$ cat config.mk
export PLATFORM = sky130hd
export DESIGN_NAME = puzzle_engine_flat
export DESIGN_NICKNAME = d
export VERILOG_FILES = /design/src/rtl/puzzle_if.sv /design/src/rtl/puzzle_engine.sv /design/src/flat_wrapper.sv
export SDC_FILE = /design/constraint.sdc
export NUM_CORES = 1
export LEC_CHECK = 0
export BUFFER_PORTS_ARGS = -buffer_cell sky130_fd_sc_hd__clkbuf_2
export CAP_MARGIN = 20
export CORE_MARGIN = 3
export CORE_UTILIZATION = 35
export DETAILED_ROUTE_END_ITERATION = 8
export GPL_ROUTABILITY_DRIVEN = 0
export GPL_TIMING_DRIVEN = 0
export HOLD_SLACK_MARGIN = 0.1
export PLACE_DENSITY_LB_ADDON = 0.2
export SYNTH_ARGS = -nofsm -noshare
export SYNTH_HDL_FRONTEND = slang
export SYNTH_SLANG_ARGS = --single-unit
$ cat constraint.sdc
create_clock -name clk_d -period 9.47 [get_ports clk_d]
set_clock_uncertainty 0.2 [all_clocks]
set_input_delay 0.4735 -clock clk_d [delete_from_list [all_inputs] [get_ports clk_d]]
set_output_delay 0.4735 -clock clk_d [all_outputs]
set_load 0.01 [all_outputs]
$ cat src/rtl/puzzle_if.sv
// Board/button/status bundle between the selection stage, the
// puzzle engine and the display logic.
interface puzzle_if #(
    parameter int unsigned CNT_W = 10
);
    logic [11:0]      board_in;
    logic             start;
    logic             abort;
    logic             btn_up;
    logic             btn_down;
    logic             btn_left;
    logic             btn_right;
    logic [1:0]       game_status;
    logic [11:0]      cur_board;
    logic [1:0]       blank_pos;
    logic [CNT_W-1:0] move_cnt;
    logic             moved;
    logic             illegal;
    logic             load_err;

    modport master (
        output board_in, start, abort,
        output btn_up, btn_down, btn_left, btn_right,
        input  game_status, cur_board, blank_pos,
        input  move_cnt, moved, illegal, load_err
    );

    modport slave (
        input  board_in, start, abort,
        input  btn_up, btn_down, btn_left, btn_right,
        output game_status, cur_board, blank_pos,
        output move_cnt, moved, illegal, load_err
    );
endinterface

$ cat src/rtl/puzzle_engine.sv
// 2x2 sliding puzzle engine: loads a board, moves the blank,
// counts moves and detects the solved arrangement.
module puzzle_engine #(
    parameter logic [11:0] SOLVED = 12'h053,
    parameter int unsigned CNT_W  = 10
) (
    input logic     clk_d,
    input logic     rst,
    puzzle_if.slave bus
);
    typedef enum logic [1:0] {
        CHOSE_BOARD  = 2'b00,
        GAMING       = 2'b01,
        GAME_INITIAL = 2'b10,
        WINNED       = 2'b11
    } state_t;

    state_t           state_q;
    logic [11:0]      board_q;
    logic [1:0]       blank_q;
    logic [CNT_W-1:0] cnt_q;
    logic             moved_q;
    logic             illegal_q;
    logic             lerr_q;

    logic [2:0]       fld [4];
    logic             in_valid;
    logic [1:0]       in_blank;
    logic [3:0]       btn;
    logic             legal;
    logic [1:0]       tgt;
    logic [11:0]      board_d;
    logic [CNT_W-1:0] cnt_d;

    assign btn = {bus.btn_up, bus.btn_down,
                  bus.btn_left, bus.btn_right};

    // Field i of the incoming word; pos0 sits in the top bits.
    always_comb begin
        for (int i = 0; i < 4; i++) begin
            fld[i] = bus.board_in[9-3*i +: 3];
        end
    end

    always_comb begin
        in_valid = !fld[0][2] && !fld[1][2] &&
                   !fld[2][2] && !fld[3][2] &&
                   (fld[0] != fld[1]) && (fld[0] != fld[2]) &&
                   (fld[0] != fld[3]) && (fld[1] != fld[2]) &&
                   (fld[1] != fld[3]) && (fld[2] != fld[3]);
        in_blank = 2'd0;
        for (int i = 3; i >= 0; i--) begin
            if (fld[i] == 3'd0) begin
                in_blank = 2'(i);
            end
        end
    end

    // Index bit 1 is the row, bit 0 the column.
    always_comb begin
        legal = 1'b0;
        tgt   = blank_q;
        case (btn)
            4'b1000: begin
                legal = blank_q[1];
                tgt   = blank_q - 2'd2;
            end
            4'b0100: begin
                legal = !blank_q[1];
                tgt   = blank_q + 2'd2;
            end
            4'b0010: begin
                legal = blank_q[0];
                tgt   = blank_q - 2'd1;
            end
            4'b0001: begin
                legal = !blank_q[0];
                tgt   = blank_q + 2'd1;
            end
            default: ;
        endcase
        board_d = board_q;
        board_d[9-3*int'(blank_q) +: 3] =
            board_q[9-3*int'(tgt) +: 3];
        board_d[9-3*int'(tgt) +: 3] = 3'd0;
        cnt_d = (&cnt_q) ? cnt_q : cnt_q + 1'b1;
    end

    always_ff @(posedge clk_d) begin
        if (rst) begin
            state_q   <= CHOSE_BOARD;
            board_q   <= SOLVED;
            blank_q   <= 2'd0;
            cnt_q     <= '0;
            moved_q   <= 1'b0;
            illegal_q <= 1'b0;
            lerr_q    <= 1'b0;
        end else begin
            moved_q   <= 1'b0;
            illegal_q <= 1'b0;
            lerr_q    <= 1'b0;
            unique case (state_q)
                CHOSE_BOARD: begin
                    if (bus.start) begin
                        if (in_valid) begin
                            state_q <= GAME_INITIAL;
                        end else begin
                            lerr_q <= 1'b1;
                        end
                    end
                end
                GAME_INITIAL: begin
                    board_q <= bus.board_in;
                    blank_q <= in_blank;
                    cnt_q   <= '0;
                    state_q <= GAMING;
                end
                GAMING: begin
                    if (bus.abort) begin
                        state_q <= CHOSE_BOARD;
                    end else if (board_q == SOLVED) begin
                        state_q <= WINNED;
                    end else if ($onehot(btn)) begin
                        if (legal) begin
                            board_q <= board_d;
                            blank_q <= tgt;
                            cnt_q   <= cnt_d;
                            moved_q <= 1'b1;
                        end else begin
                            illegal_q <= 1'b1;
                        end
                    end
                end
                WINNED: begin
                    if (bus.abort || bus.start) begin
                        state_q <= CHOSE_BOARD;
                    end
                end
            endcase
        end
    end

    assign bus.game_status = state_q;
    assign bus.cur_board   = board_q;
    assign bus.blank_pos   = blank_q;
    assign bus.move_cnt    = cnt_q;
    assign bus.moved       = moved_q;
    assign bus.illegal     = illegal_q;
    assign bus.load_err    = lerr_q;
endmodule

$ cat src/flat_wrapper.sv
// flat-port wrapper written by rule: the top's interface ports become plain ports
module puzzle_engine_flat 
#(
    parameter logic [11:0] SOLVED = 12'h053,
    parameter int unsigned CNT_W  = 10
)
  (clk_d, rst, bus_board_in, bus_start, bus_abort, bus_btn_up, bus_btn_down, bus_btn_left, bus_btn_right, bus_game_status, bus_cur_board, bus_blank_pos, bus_move_cnt, bus_moved, bus_illegal, bus_load_err);
  puzzle_if #(.CNT_W(CNT_W)) bus_i ();
  input logic clk_d;
  input logic rst;
  input wire logic [$bits(bus_i.board_in)-1:0] bus_board_in;
  input wire logic [$bits(bus_i.start)-1:0] bus_start;
  input wire logic [$bits(bus_i.abort)-1:0] bus_abort;
  input wire logic [$bits(bus_i.btn_up)-1:0] bus_btn_up;
  input wire logic [$bits(bus_i.btn_down)-1:0] bus_btn_down;
  input wire logic [$bits(bus_i.btn_left)-1:0] bus_btn_left;
  input wire logic [$bits(bus_i.btn_right)-1:0] bus_btn_right;
  output wire logic [$bits(bus_i.game_status)-1:0] bus_game_status;
  output wire logic [$bits(bus_i.cur_board)-1:0] bus_cur_board;
  output wire logic [$bits(bus_i.blank_pos)-1:0] bus_blank_pos;
  output wire logic [$bits(bus_i.move_cnt)-1:0] bus_move_cnt;
  output wire logic [$bits(bus_i.moved)-1:0] bus_moved;
  output wire logic [$bits(bus_i.illegal)-1:0] bus_illegal;
  output wire logic [$bits(bus_i.load_err)-1:0] bus_load_err;
  assign bus_i.board_in = bus_board_in;
  assign bus_i.start = bus_start;
  assign bus_i.abort = bus_abort;
  assign bus_i.btn_up = bus_btn_up;
  assign bus_i.btn_down = bus_btn_down;
  assign bus_i.btn_left = bus_btn_left;
  assign bus_i.btn_right = bus_btn_right;
  assign bus_game_status = bus_i.game_status;
  assign bus_cur_board = bus_i.cur_board;
  assign bus_blank_pos = bus_i.blank_pos;
  assign bus_move_cnt = bus_i.move_cnt;
  assign bus_moved = bus_i.moved;
  assign bus_illegal = bus_i.illegal;
  assign bus_load_err = bus_i.load_err;
  puzzle_engine #(.SOLVED(SOLVED), .CNT_W(CNT_W)) u_core (.clk_d(clk_d), .rst(rst), .bus(bus_i));
endmodule
# Word-level counts from Yosys, hierarchy flattened
# Cells that the tools add are included.
dict set report totals {
  reg_bits 29
  elab_cells 115
  in_bits 20
}
dict set report op_classes {
  add_sub_neg 12
  bitwise_logic 4
  reduce_logical 28
  n_shift 5
  n_mux 33
  eq_ne 24
  n_mul 2
}
# op n
set op_table {}
lappend op_table {{32-bit negation with 33-bit output} 2}
lappend op_table {{3-bit by 33-bit variable shift with 12-bit output (first input constant)} 2}
lappend op_table {{5-bit by 32-bit subtractor with 32-bit output (first input constant)} 2}
lappend op_table {{10-bit two-way mux} 5}
lappend op_table {{12-bit two-way mux} 4}
lappend op_table {{3-bit by 33-bit variable part select with 12-bit output} 1}
lappend op_table {{3-bit by 33-bit variable part select with 12-bit output (first input constant)} 1}
lappend op_table {{12-bit by 32-bit variable part select with 3-bit output} 1}
lappend op_table {{2-bit two-way mux} 13}
lappend op_table {{12-bit bitwise mux} 2}
lappend op_table {{12-bit one-hot mux with 2 select lines} 1}
lappend op_table {{10-bit one-hot mux with 2 select lines} 1}
lappend op_table {{3-bit inequality test} 6}
lappend op_table {{2-bit one-hot mux with 4 select lines} 2}
lappend op_table {{12-bit by 7-bit equality test with 1-bit output (second input constant)} 1}
lappend op_table {{3-bit zero test} 4}
lappend op_table {{10-bit by 1-bit adder with 10-bit output (second input constant)} 1}
lappend op_table {{10-bit AND reduction} 1}
lappend op_table {{1-bit logical AND} 9}
lappend op_table {{2-bit by 2-bit multiplier with 4-bit output (first input constant)} 2}
lappend op_table {{2-bit by 1-bit inequality test with 1-bit output (second input constant)} 4}
lappend op_table {{2-bit inequality test (second input constant)} 4}
lappend op_table {{1-bit zero test} 6}
lappend op_table {{6-bit AND reduction} 1}
lappend op_table {{other kinds (25)} 32}

# Longest topological paths before layout
# Gate-level depths: netlist (run 1).
dict set report depth {
  ltp_word 13
  ltp_mapped 18
  mapped_depth_nobuf 16
}

# Worst setup path after synthesis (run 1)
# No wires, ideal clock.
dict set report synth_timing {
  kind {register to register}
  start {register u_core.blank_q[0], in the netlist u_core.bus.blank_pos[0]}
  end {register u_core.board_q[5], in the netlist u_core.bus.cur_board[5]}
  setup_time_ps 134
  period_less_slack_ps 4272
  t_arrival_ps 3938
  path_stages_with_launch 18
  path_slack_ps 5198
  t_required_ps 9136
  path_cell_list {dfxtp_1 clkbuf_1 clkbuf_1 a21oi_1 o21ai_0 a21oi_1 a31oi_1 inv_1 ha_1 buf_2 or3b_2 a2111oi_0 nor3_1 and4_1 a31oi_1 nor3_1 a32oi_1 a211oi_1}
}
dict set report synth_between {
  elab_chain_len 13
  elab_cells_between_ends 27
  cone_classes {8 x add/sub; 2 x mul; 1 x eq/ne; 5 x shift; 9 x mux; 2 x reduce/logical}
}
# item line_no
set synth_lines {}
lappend synth_lines {{start, declared} puzzle_engine.sv:20} ;# logic [1:0] blank_q;
lappend synth_lines {{start signal, assigned} puzzle_engine.sv:114} ;# blank_q <= in_blank;
lappend synth_lines {{start signal, assigned} puzzle_engine.sv:126} ;# blank_q <= tgt;
lappend synth_lines {{parallel branches: the longest is 13 deep, another holds 32-bit negation with 33-bit output} --}
lappend synth_lines {{end signal, assigned} puzzle_engine.sv:113} ;# board_q <= bus.board_in;
lappend synth_lines {{end signal, assigned} puzzle_engine.sv:125} ;# board_q <= board_d;
lappend synth_lines {{end, declared} puzzle_engine.sv:19} ;# logic [11:0] board_q;
# Parallel ways; which one is timed is not known. The select of a mux whose other input is x is not followed.
# A chain may end at the register's enable or synchronous reset.

# Worst setup path in the final report (run 1)
dict set report layout_timing {
  start {register u_core.blank_q[0], in the netlist u_core.bus.blank_pos[0]}
  end {register u_core.board_q[7], in the netlist u_core.bus.cur_board[7]}
}
# Same word-level chain as after synthesis.

==> impl_metrics.env, run 1 <==
export IMPL_status="completed"
export IMPL_cts_setup_buffers=0
export IMPL_htreeDepth=2
export IMPL_ys_top_cells_by_area="dfxtp_1 (21%), ha_1 (11%), xor2_1 (4.4%)"
export IMPL_io_pin_count=49
export IMPL_seq_area_um2=581
export IMPL_drv_max_cap_violation_count=0
export IMPL_ctsResizeCount=0
export IMPL_cts_hold_fix_buffers=0
export IMPL_antenna_found_initial=0
export IMPL_cts_buffer_depth=2
export IMPL_fill_cells=766
export IMPL_cp_end_kind="register"
export IMPL_synth_net_count=402
export IMPL_ant_nets=0
export IMPL_grt_overflow=0
export IMPL_critPathMaxStageDelay_ns=0.56
export IMPL_n_antenna_cell=0
export IMPL_worstPathMaxFanout=10
export IMPL_cts_tree="done"
export IMPL_slew_violations=0
export IMPL_async_flop_share_pct=0
export IMPL_setup_viol=0
export IMPL_initial_core_util_pct=37.4
export IMPL_crit_buf_inv=4
export IMPL_p_leak_nw=1.30
export IMPL_p_per_area_nw_per_um2=95.5
export IMPL_postPlaceCellArea_um2=3120
export IMPL_synth_edff_count=0
export IMPL_track_usage_pct=19.7
export IMPL_avgViaCountPerCell=5.89
export IMPL_grt_pass1_vias=2719
export IMPL_rsz0062_at_grt="no"
export IMPL_clock_latency_ns=0.28
export IMPL_path_clk_slew_ns=0.06
export IMPL_max_slew_margin_pct=43.2
export IMPL_period_share_pct=58.3
export IMPL_finalPower_mw=0.306
export IMPL_synth_seq_area_share_pct=20.7
export IMPL_fp_dieW_um=95.4
export IMPL_cpMostUsedCell="a31oi_1"
export IMPL_netlist_instances=356
export IMPL_firstDrtPassIters=5
export IMPL_hp_class="primary input to register"
export IMPL_grt_pass1_wl_mm=14.1
export IMPL_drt_iter0_markers=324
export IMPL_crit_arrival_ns=5.48
export IMPL_tightest_slew_ns=0.844
export IMPL_dieArea_um2=9110
export IMPL_layout_min_cycle_time_ns=5.52
export IMPL_grt_max_degree=11
export IMPL_slowest_stage="dfxtp_1"
export IMPL_final_util_pct=42.8
export IMPL_peakVddDrop_uv=57.9
export IMPL_numCtsBuffers=5
export IMPL_critPathLaunchType="register"
export IMPL_drt_total_wl_mm=8.69
export IMPL_multiInputGateArea_um2=2080
export IMPL_nNetsFinal=449
export IMPL_place_hpwl_mm=6.53
export IMPL_ys_seq_elements=29
export IMPL_yosysUniqueCellTypes=70
export IMPL_synthMostInstantiatedCell="dfxtp_1"
export IMPL_ys_warn_count=0
export IMPL_core_um2=7490
export IMPL_drive_gt1_share_pct=16.3
export IMPL_critPathRequiredTime_ns=9.42
export IMPL_portBuffers=40
export IMPL_vias=2963
export IMPL_fin_setup_tns_ns=0
export IMPL_syn_area_um2=2800
export IMPL_clock_sinks=29
export IMPL_wl_per_cell_um=17.3
export IMPL_synth_top_area_share_pct=20.7
export IMPL_synth_main_ff_cell="dfxtp_1"
export IMPL_drc=0
export IMPL_crit_chain="clkbuf_1 > clkbuf_1 > a21oi_1 > o21ai_0 > a21oi_1 > a31oi_1 > inv_1 > ha_1 > buf_2 > or3b_2 > a2111oi_0 > nor3_1 > and4_1 > a31oi_1 > o2bb2ai_1 > o21ai_0 > a31oi_1"
export IMPL_fp_row_count=31
export IMPL_synth_commonest_cells="dfxtp_1 (29), nor2_1 (27), ha_1 (25)"
export IMPL_path_delay_family="compound AO/OA/AOI/OAI gates"
export IMPL_cts_root_buffer="clkbuf_8"
export IMPL_area_delta_synth_final_pct=14.5
export IMPL_syn_area_per_cell_um2=7.87
export IMPL_die_h_um=95.4
export IMPL_max_freq_ghz=0.181
export IMPL_hold_violations=0
export IMPL_synth_top_area_cell="dfxtp_1"
export IMPL_fin_area_um2=3210
export IMPL_path_class="register to register"
worst reg2reg max path, cell delays in order, from the launching register on:
cell and delay (ns):
dfxtp_1 0.56, clkbuf_1 0.45, clkbuf_1 0.46, a21oi_1 0.07, o21ai_0 0.25, a21oi_1 0.09
a31oi_1 0.48, inv_1 0.21, ha_1 0.32, buf_2 0.18, or3b_2 0.49, a2111oi_0 0.34
nor3_1 0.10, and4_1 0.21, a31oi_1 0.45, o2bb2ai_1 0.16, o21ai_0 0.25, a31oi_1 0.11
through the flow:
stage,hold WS [ns],setup WS (ns),cells
global route,0.300,3.53,503
floorplan,0.310,5.20,356
detailed placement,0.292,4.09,495
CTS,0.281,4.06,503
finish,0.286,3.95,503
global placement,0.276,4.11,495
worst paths after layout:
kind / startpoint / cells past startpoint / slack (ns) / end
setup / recovery: u_core.bus.blank_pos[0] / 17 / 3.95 / u_core.bus.cur_board[7]
hold / removal: bus_start / 2 / 0.29 / u_core.bus.load_err
setup reg to reg: u_core.bus.blank_pos[0] / 17 / 3.95 / u_core.bus.cur_board[7]
hold reg to reg: u_core.bus.move_cnt[5] / 2 / 0.30 / u_core.bus.move_cnt[5]
metal layers:
metal	track usage, %	vias up	part of all wire [%]
met1	26.7	1405	46
li1	-	1420	-
met2	29.7	124	44
met4	6.75	0	1.7
met3	5.68	14	8.0
met5	0	-	0
state kept, by name, summed over array words and instances, names as in the netlist:
| signal | cells |
|---|---|
| u_core.bus.game_status | 2 |
| u_core.bus.illegal | 1 |
| u_core.bus.load_err | 1 |
| u_core.bus.moved | 1 |
| u_core.bus.move_cnt | 10 |
| u_core.bus.cur_board | 12 |
| u_core.bus.blank_pos | 2 |
cell usage in the layout (no fill, tap or decap), drive strengths merged, types with 4 or more instances in the layout:
cell,n
a211oi,7
a21oi,17
a221oi,4
a31oi,8
and3,7
buf,5
clkbuf,62
dfxtp,29
ha,25
inv,14
mux2,4
mux2i,6
nand2,23
nand2b,12
nand3,10
nand4,4
nor2,28
nor3,21
nor4,5
o211ai,4
o21ai,21
o22ai,4
o31a,6
o31ai,5
or3,5
xnor2,5
xor2,14
logic make-up after synthesis:
family	share of synthesized area, %
compound gates	26.6
simple gates	26.1
flops	20.7
mux	3.89
buf+inv	4.92
fa+ha+maj	11.9
xor+xnor	5.94
report_power, final:
group	total [mW]	internal, mW	leakage [nW]	switching [mW]
clock	0.0976	0.0508	0.0450	0.0468
combinational	0.0818	0.0305	1.02	0.0514
sequential	0.127	0.124	0.234	0.00321
layout make-up:
type | instances | area share [%]
clock inverters | 2 | 0.312
flip-flops and latches | 29 | 18.1
clock buffers | 6 | 2.26
inverters | 14 | 1.64
well taps | 99 | 3.86
repair buffers | 40 | 6.24
multi-input cells | 292 | 64.9
plain buffers | 21 | 2.65
Power figures use the tool's default switching activity.
==> run 2, diff against run 1 <==
==> constraint.sdc (replaced) <==
create_clock -name clk_d -period 4.9 [get_ports clk_d]
set_clock_uncertainty 0.2 [all_clocks]
set_input_delay 0.245 -clock clk_d [delete_from_list [all_inputs] [get_ports clk_d]]
set_output_delay 0.245 -clock clk_d [all_outputs]
set_load 0.01 [all_outputs]
==> run 2 against run 1 <==
  * Combinational power increased by 98%
  * Sequential share of layout area fell by 0.22 points
  * Critical endpoint unchanged
  * Utilization increased by 0.62 points
  * Routed wire length is 0.35% higher
==> impl_metrics.env, run 2 (synthesis gave the netlist of run 1 again) <==
export IMPL_slowest_stage="or3b_2"
export IMPL_drv_max_cap_violation_count=0
export IMPL_track_usage_pct=19.6
export IMPL_vias=2995
export IMPL_grt_pass1_vias=2717
export IMPL_place_hpwl_mm=6.53
export IMPL_fp_row_count=31
export IMPL_p_per_area_nw_per_um2=183
export IMPL_critPathMaxStageDelay_ns=0.49
export IMPL_crit_arrival_ns=4.62
export IMPL_reg2reg_depth=17
export IMPL_max_slew_margin_pct=28.6
export IMPL_max_freq_ghz=0.214
export IMPL_drt_total_wl_mm=8.72
export IMPL_p_leak_nw=1.32
export IMPL_drc=0
export IMPL_setup_viol=0
export IMPL_path_clk_slew_ns=0.07
export IMPL_clock_latency_ns=0.28
export IMPL_firstDrtPassIters=6
export IMPL_worstPathMaxFanout=10
export IMPL_peakVddDrop_uv=112
export IMPL_grt_overflow=0
export IMPL_grt_pass1_wl_mm=14.0
export IMPL_critPathLaunchType="register"
export IMPL_path_delay_family="compound AO/OA/AOI/OAI gates"
export IMPL_initial_core_util_pct=37.4
export IMPL_status="completed"
export IMPL_crit_chain="clkbuf_2 > buf_2 > a21oi_1 > o21ai_1 > a21oi_1 > a31oi_4 > inv_1 > ha_1 > buf_2 > or3b_2 > a2111oi_1 > nor3_1 > and4_1 > a31oi_2 > o2bb2ai_1 > o21ai_0 > a31oi_1"
export IMPL_avgViaCountPerCell=5.93
export IMPL_cp_end_kind="register"
export IMPL_clock_sinks=29
export IMPL_cts_root_buffer="clkbuf_8"
export IMPL_hp_class="primary input to register"
export IMPL_ant_nets=0
export IMPL_numCtsBuffers=5
export IMPL_io_pin_count=49
export IMPL_hold_depth=3
export IMPL_layout_min_cycle_time_ns=4.67
export IMPL_fin_area_um2=3250
export IMPL_worst_slack_ns=0.234
export IMPL_htreeDepth=2
export IMPL_n_antenna_cell=0
export IMPL_ff2ff_setup_slack_ns=0.23
export IMPL_slew_violations=0
export IMPL_fill_cells=759
export IMPL_dieArea_um2=9110
export IMPL_fp_dieW_um=95.4
export IMPL_cts_tree="done"
export IMPL_critPathRequiredTime_ns=4.85
export IMPL_final_cell_mix="clkbuf_2 (41), dfxtp_1 (28), nor2_1 (27)"
export IMPL_wl_per_cell_um=17.3
export IMPL_crit_buf_inv=4
export IMPL_tightest_slew_ns=1.06
export IMPL_cts_buffer_depth=2
export IMPL_core_um2=7490
export IMPL_portBuffers=40
export IMPL_period_share_pct=95.2
export IMPL_hold_violations=0
export IMPL_grt_max_degree=11
export IMPL_drt_iter0_markers=334
export IMPL_area_delta_synth_final_pct=16.2
export IMPL_postPlaceCellArea_um2=3120
export IMPL_final_common_cell="clkbuf_2"
export IMPL_antenna_found_initial=0
export IMPL_drive_gt1_share_pct=17.5
export IMPL_largest_reg_flops=12
export IMPL_rsz0062_at_grt="no"
export IMPL_path_class="register to register"
export IMPL_preCtsSetupSlack_ns=-0.481
export IMPL_path_depth=17
export IMPL_nNetsFinal=451
export IMPL_die_h_um=95.4
run 2: power by group:
group / switching, mW / total, mW / leakage (nW) / internal (mW)
logic: 0.101 / 0.162 / 1.04 / 0.0613
clock network: 0.0915 / 0.190 / 0.0450 / 0.0982
registers: 0.00618 / 0.245 / 0.235 / 0.239
total: 0.198 / 0.597 / 1.32 / 0.398
run 2: worst register-to-register path, cell delays in order (launching register included):
cell and delay (ns):
dfxtp_2 0.45, clkbuf_2 0.30, buf_2 0.29, a21oi_1 0.07, o21ai_1 0.27, a21oi_1 0.16
a31oi_4 0.27, inv_1 0.15, ha_1 0.30, buf_2 0.18, or3b_2 0.49, a2111oi_1 0.29
nor3_1 0.10, and4_1 0.23, a31oi_2 0.30, o2bb2ai_1 0.14, o21ai_0 0.24, a31oi_1 0.11
run 2: final timing paths:
check / from / end
worst min register to register: u_core.bus.move_cnt[5] / u_core.bus.move_cnt[5]
worst max register to register: u_core.bus.blank_pos[0] / u_core.bus.cur_board[7]
worst max-delay path: u_core.bus.blank_pos[0] / u_core.bus.cur_board[7]
worst min-delay path: bus_board_in[3] / u_core.bus.cur_board[3]
run 2: what timing repair did:
action,in CTS,in global routing
hold buffers,2,0
setup buffers,0,0
gates cloned,0,0
hold endpoints to repair,2,0
setup endpoints to repair,11,11
resized for setup,4,5
run 2: through the flow:
step	setup TNS [ns]	std cells	power, mW	hold WS, ns	utilization, %
detailed placement	-3.63	495	0.405	0.292	41.7
finish	0	505	0.597	0.139	43.5
floorplan	0	356	0.361	0.209	-
global placement	-3.59	495	0.405	0.276	41.7
global route	0	505	0.632	0.151	43.5
CTS	0	505	0.597	0.142	43.3
run 2: cell type report:
cell class / instances / area, µm² / area share (%)
inverter: 14 / 52.6 / 1.62
tap: 99 / 124 / 3.81
timing repair buffer: 42 / 220 / 6.77
clock buffer: 6 / 72.6 / 2.23
clock inverter: 2 / 10.0 / 0.308
sequential: 29 / 582 / 17.9
multi-input combinational: 292 / 2100 / 64.7
buffer: 21 / 87.6 / 2.69
run 2: metal layers:
layer | global-route usage (%) | vias up | routed length, µm
met2 | 29.5 | 158 | 3830
met4 | 6.75 | 0 | 227
met3 | 5.68 | 29 | 852
li1 | - | 1426 | -
met5 | 0 | - | 0
met1 | 26.7 | 1382 | 3810
==> run 3, diff against run 2 <==
==> constraint.sdc (replaced) <==
create_clock -name clk_d -period 5 [get_ports clk_d]
set_clock_uncertainty 0.2 [all_clocks]
set_input_delay 0.25 -clock clk_d [delete_from_list [all_inputs] [get_ports clk_d]]
set_output_delay 0.25 -clock clk_d [all_outputs]
set_load 0.01 [all_outputs]
==> run 3 against run 2 <==
  * Non-clock buffer count unchanged
  * Via count decreased by 0.27%
  * Register-to-register slack improved by 0.02 ns
  * Sequential power down 2%
  * Critical path depth did not move
  * Cell count stayed put
  * Utilization about the same
  * Critical endpoint unchanged
==> impl_metrics.env, run 3 (synthesis gave the netlist of run 1 again) <==
export IMPL_n_antenna_cell=0
export IMPL_htreeDepth=2
export IMPL_setup_viol=0
export IMPL_worst_slack_ns=0.251
export IMPL_tightest_slew_ns=1.06
export IMPL_seq_area_um2=582
export IMPL_worstPathMaxFanout=10
export IMPL_cts_tree="done"
export IMPL_cts_buffer_depth=2
export IMPL_largest_reg_flops=12
export IMPL_cts_setup_buffers=0
export IMPL_hold_depth=3
export IMPL_r2r_start="u_core.bus.blank_pos[0]"
export IMPL_grt_pass1_wl_mm=14.0
export IMPL_clock_sinks=29
export IMPL_hold_start="bus_board_in[3]"
export IMPL_period_share_pct=95.0
export IMPL_numCtsBuffers=5
export IMPL_peakVddDrop_uv=109
export IMPL_nNetsFinal=451
export IMPL_initial_core_util_pct=37.4
export IMPL_cp_end_kind="register"
export IMPL_area_delta_synth_final_pct=16.1
export IMPL_final_common_cell="clkbuf_2"
export IMPL_path_class="register to register"
export IMPL_vias=2987
export IMPL_fill_cells=759
export IMPL_critPathLaunchType="register"
export IMPL_fp_dieW_um=95.4
export IMPL_p_per_area_nw_per_um2=179
export IMPL_max_slew_margin_pct=28.3
export IMPL_track_usage_pct=19.6
export IMPL_hp_class="primary input to register"
export IMPL_max_freq_ghz=0.211
export IMPL_cts_root_buffer="clkbuf_8"
export IMPL_slowest_stage="or3b_2"
export IMPL_critPathMaxStageDelay_ns=0.49
export IMPL_gr_usage_met2_pct=29.5
export IMPL_hold_violations=0
export IMPL_drv_max_cap_violation_count=0
export IMPL_clock_latency_ns=0.28
export IMPL_grt_busiest_layer="met2"
export IMPL_worstReg2RegEnd="u_core.bus.cur_board[7]"
export IMPL_drc=0
export IMPL_final_cell_mix="clkbuf_2 (42), dfxtp_1 (28), nor2_1 (27)"
export IMPL_die_h_um=95.4
export IMPL_use_met1_pct=26.7
export IMPL_wl_per_cell_um=17.2
export IMPL_portBuffers=40
export IMPL_finalNonFillerCells=505
export IMPL_gr_usage_met3_pct=5.68
export IMPL_rsz0062_at_grt="no"
export IMPL_drt_total_wl_mm=8.68
export IMPL_antenna_found_initial=0
export IMPL_status="completed"
export IMPL_core_um2=7490
export IMPL_dieArea_um2=9110
export IMPL_preCtsSetupSlack_ns=-0.381
export IMPL_ant_nets=0
export IMPL_firstDrtPassIters=6
export IMPL_grt_max_degree=11
export IMPL_path_clk_slew_ns=0.06
export IMPL_critPathRequiredTime_ns=4.95
export IMPL_multiInputGateArea_um2=2100
export IMPL_layout_min_cycle_time_ns=4.75
export IMPL_slew_violations=0
export IMPL_place_inst=495
export IMPL_min_to="u_core.bus.cur_board[3]"
export IMPL_ff2ff_setup_slack_ns=0.25
export IMPL_crit_chain="clkbuf_2 > clkbuf_2 > a21oi_1 > o21ai_1 > a21oi_1 > a31oi_4 > inv_1 > ha_1 > buf_2 > or3b_2 > a2111oi_0 > nor3_1 > and4_1 > a31oi_2 > o2bb2ai_1 > o21ai_0 > a31oi_1"
export IMPL_place_hpwl_mm=6.53
export IMPL_grt_pass1_vias=2717
export IMPL_p_leak_nw=1.32
export IMPL_reg2reg_depth=17
export IMPL_fp_row_count=31
export IMPL_io_pin_count=49
export IMPL_drt_iter0_markers=254
export IMPL_crit_arrival_ns=4.70
export IMPL_grt_overflow=0
export IMPL_drive_gt1_share_pct=17.5
export IMPL_avgViaCountPerCell=5.91
-- run 3: cell count changes in the layout (fill, tap and decap cells not counted), sizes merged --
| cell | delta |
|---|---|
| buf | -1 |
| clkbuf | +1 |
-- run 3: worst max-delay path, delay by kind of cell, from the launching register on --
kind	cells	cell delay [ns]
adder cells (fa/ha/maj)	1	0.30
AO/OA/AOI/OAI	9	1.94
AND/OR/NAND/NOR	3	0.82
flip-flops	1	0.45
buffers and inverters	4	0.92
-- run 3: metrics by stage --
step           power, mW  utilization (%)  area, µm²  TNS [ns]  hold slack, ns
2_1_floorplan      0.354                -       2800         0           0.214
3_3_place_gp       0.397             41.7       3120     -2.50           0.276
3_5_place_dp       0.397             41.7       3120     -2.56           0.292
4_1_cts            0.585             43.2       3240         0           0.147
5_1_grt            0.619             43.4       3250         0           0.156
6_report           0.583             43.4       3250         0           0.148
-- run 3: routing by layer --
metal	part of all wire (%)	wire (µm)	up-vias
met2	44	3840	151
met4	1.7	145	0
li1	-	-	1426
met1	44	3820	1394
met3	10	876	16
met5	0	0	-
-- run 3: how the worst max path moves through the flow --
stage	startpoint	endpoint	slack [ns]	depth (start not counted)
after floorplan	u_core.bus.blank_pos[0]	u_core.bus.cur_board[5]	0.73	17
after global placement	u_core.bus.blank_pos[0]	u_core.bus.cur_board[5]	-0.36	17
after detailed placement	u_core.bus.blank_pos[0]	u_core.bus.cur_board[5]	-0.38	17
after CTS	u_core.bus.blank_pos[0]	u_core.bus.cur_board[5]	0.02	17
after global routing	u_core.bus.blank_pos[0]	u_core.bus.cur_board[7]	0.05	17
final	u_core.bus.blank_pos[0]	u_core.bus.cur_board[7]	0.25	17
-- run 3: report_power, final --
group	internal, mW	leakage (nW)	switching, mW
clock	0.0962	0.0450	0.0881
sequential	0.234	0.235	0.00603
combinational	0.0600	1.04	0.0985
total	0.390	1.32	0.193
-- run 3: what timing repair did --
| action | in CTS | in global routing |
|---|---|---|
| gates resized for setup | 3 | 4 |
| setup endpoints to repair | 11 | 9 |
| hold buffers | 2 | 0 |
| hold endpoints to repair | 2 | 0 |
-- run 3: area by class of cell --
type	instances	share of cell area, %
well taps	99	3.81
clock inverters	2	0.308
inverters	14	1.62
repair buffers	42	6.77
flip-flops and latches	29	17.9
multi-input cells	292	64.7
plain buffers	21	2.69
clock buffers	6	2.23
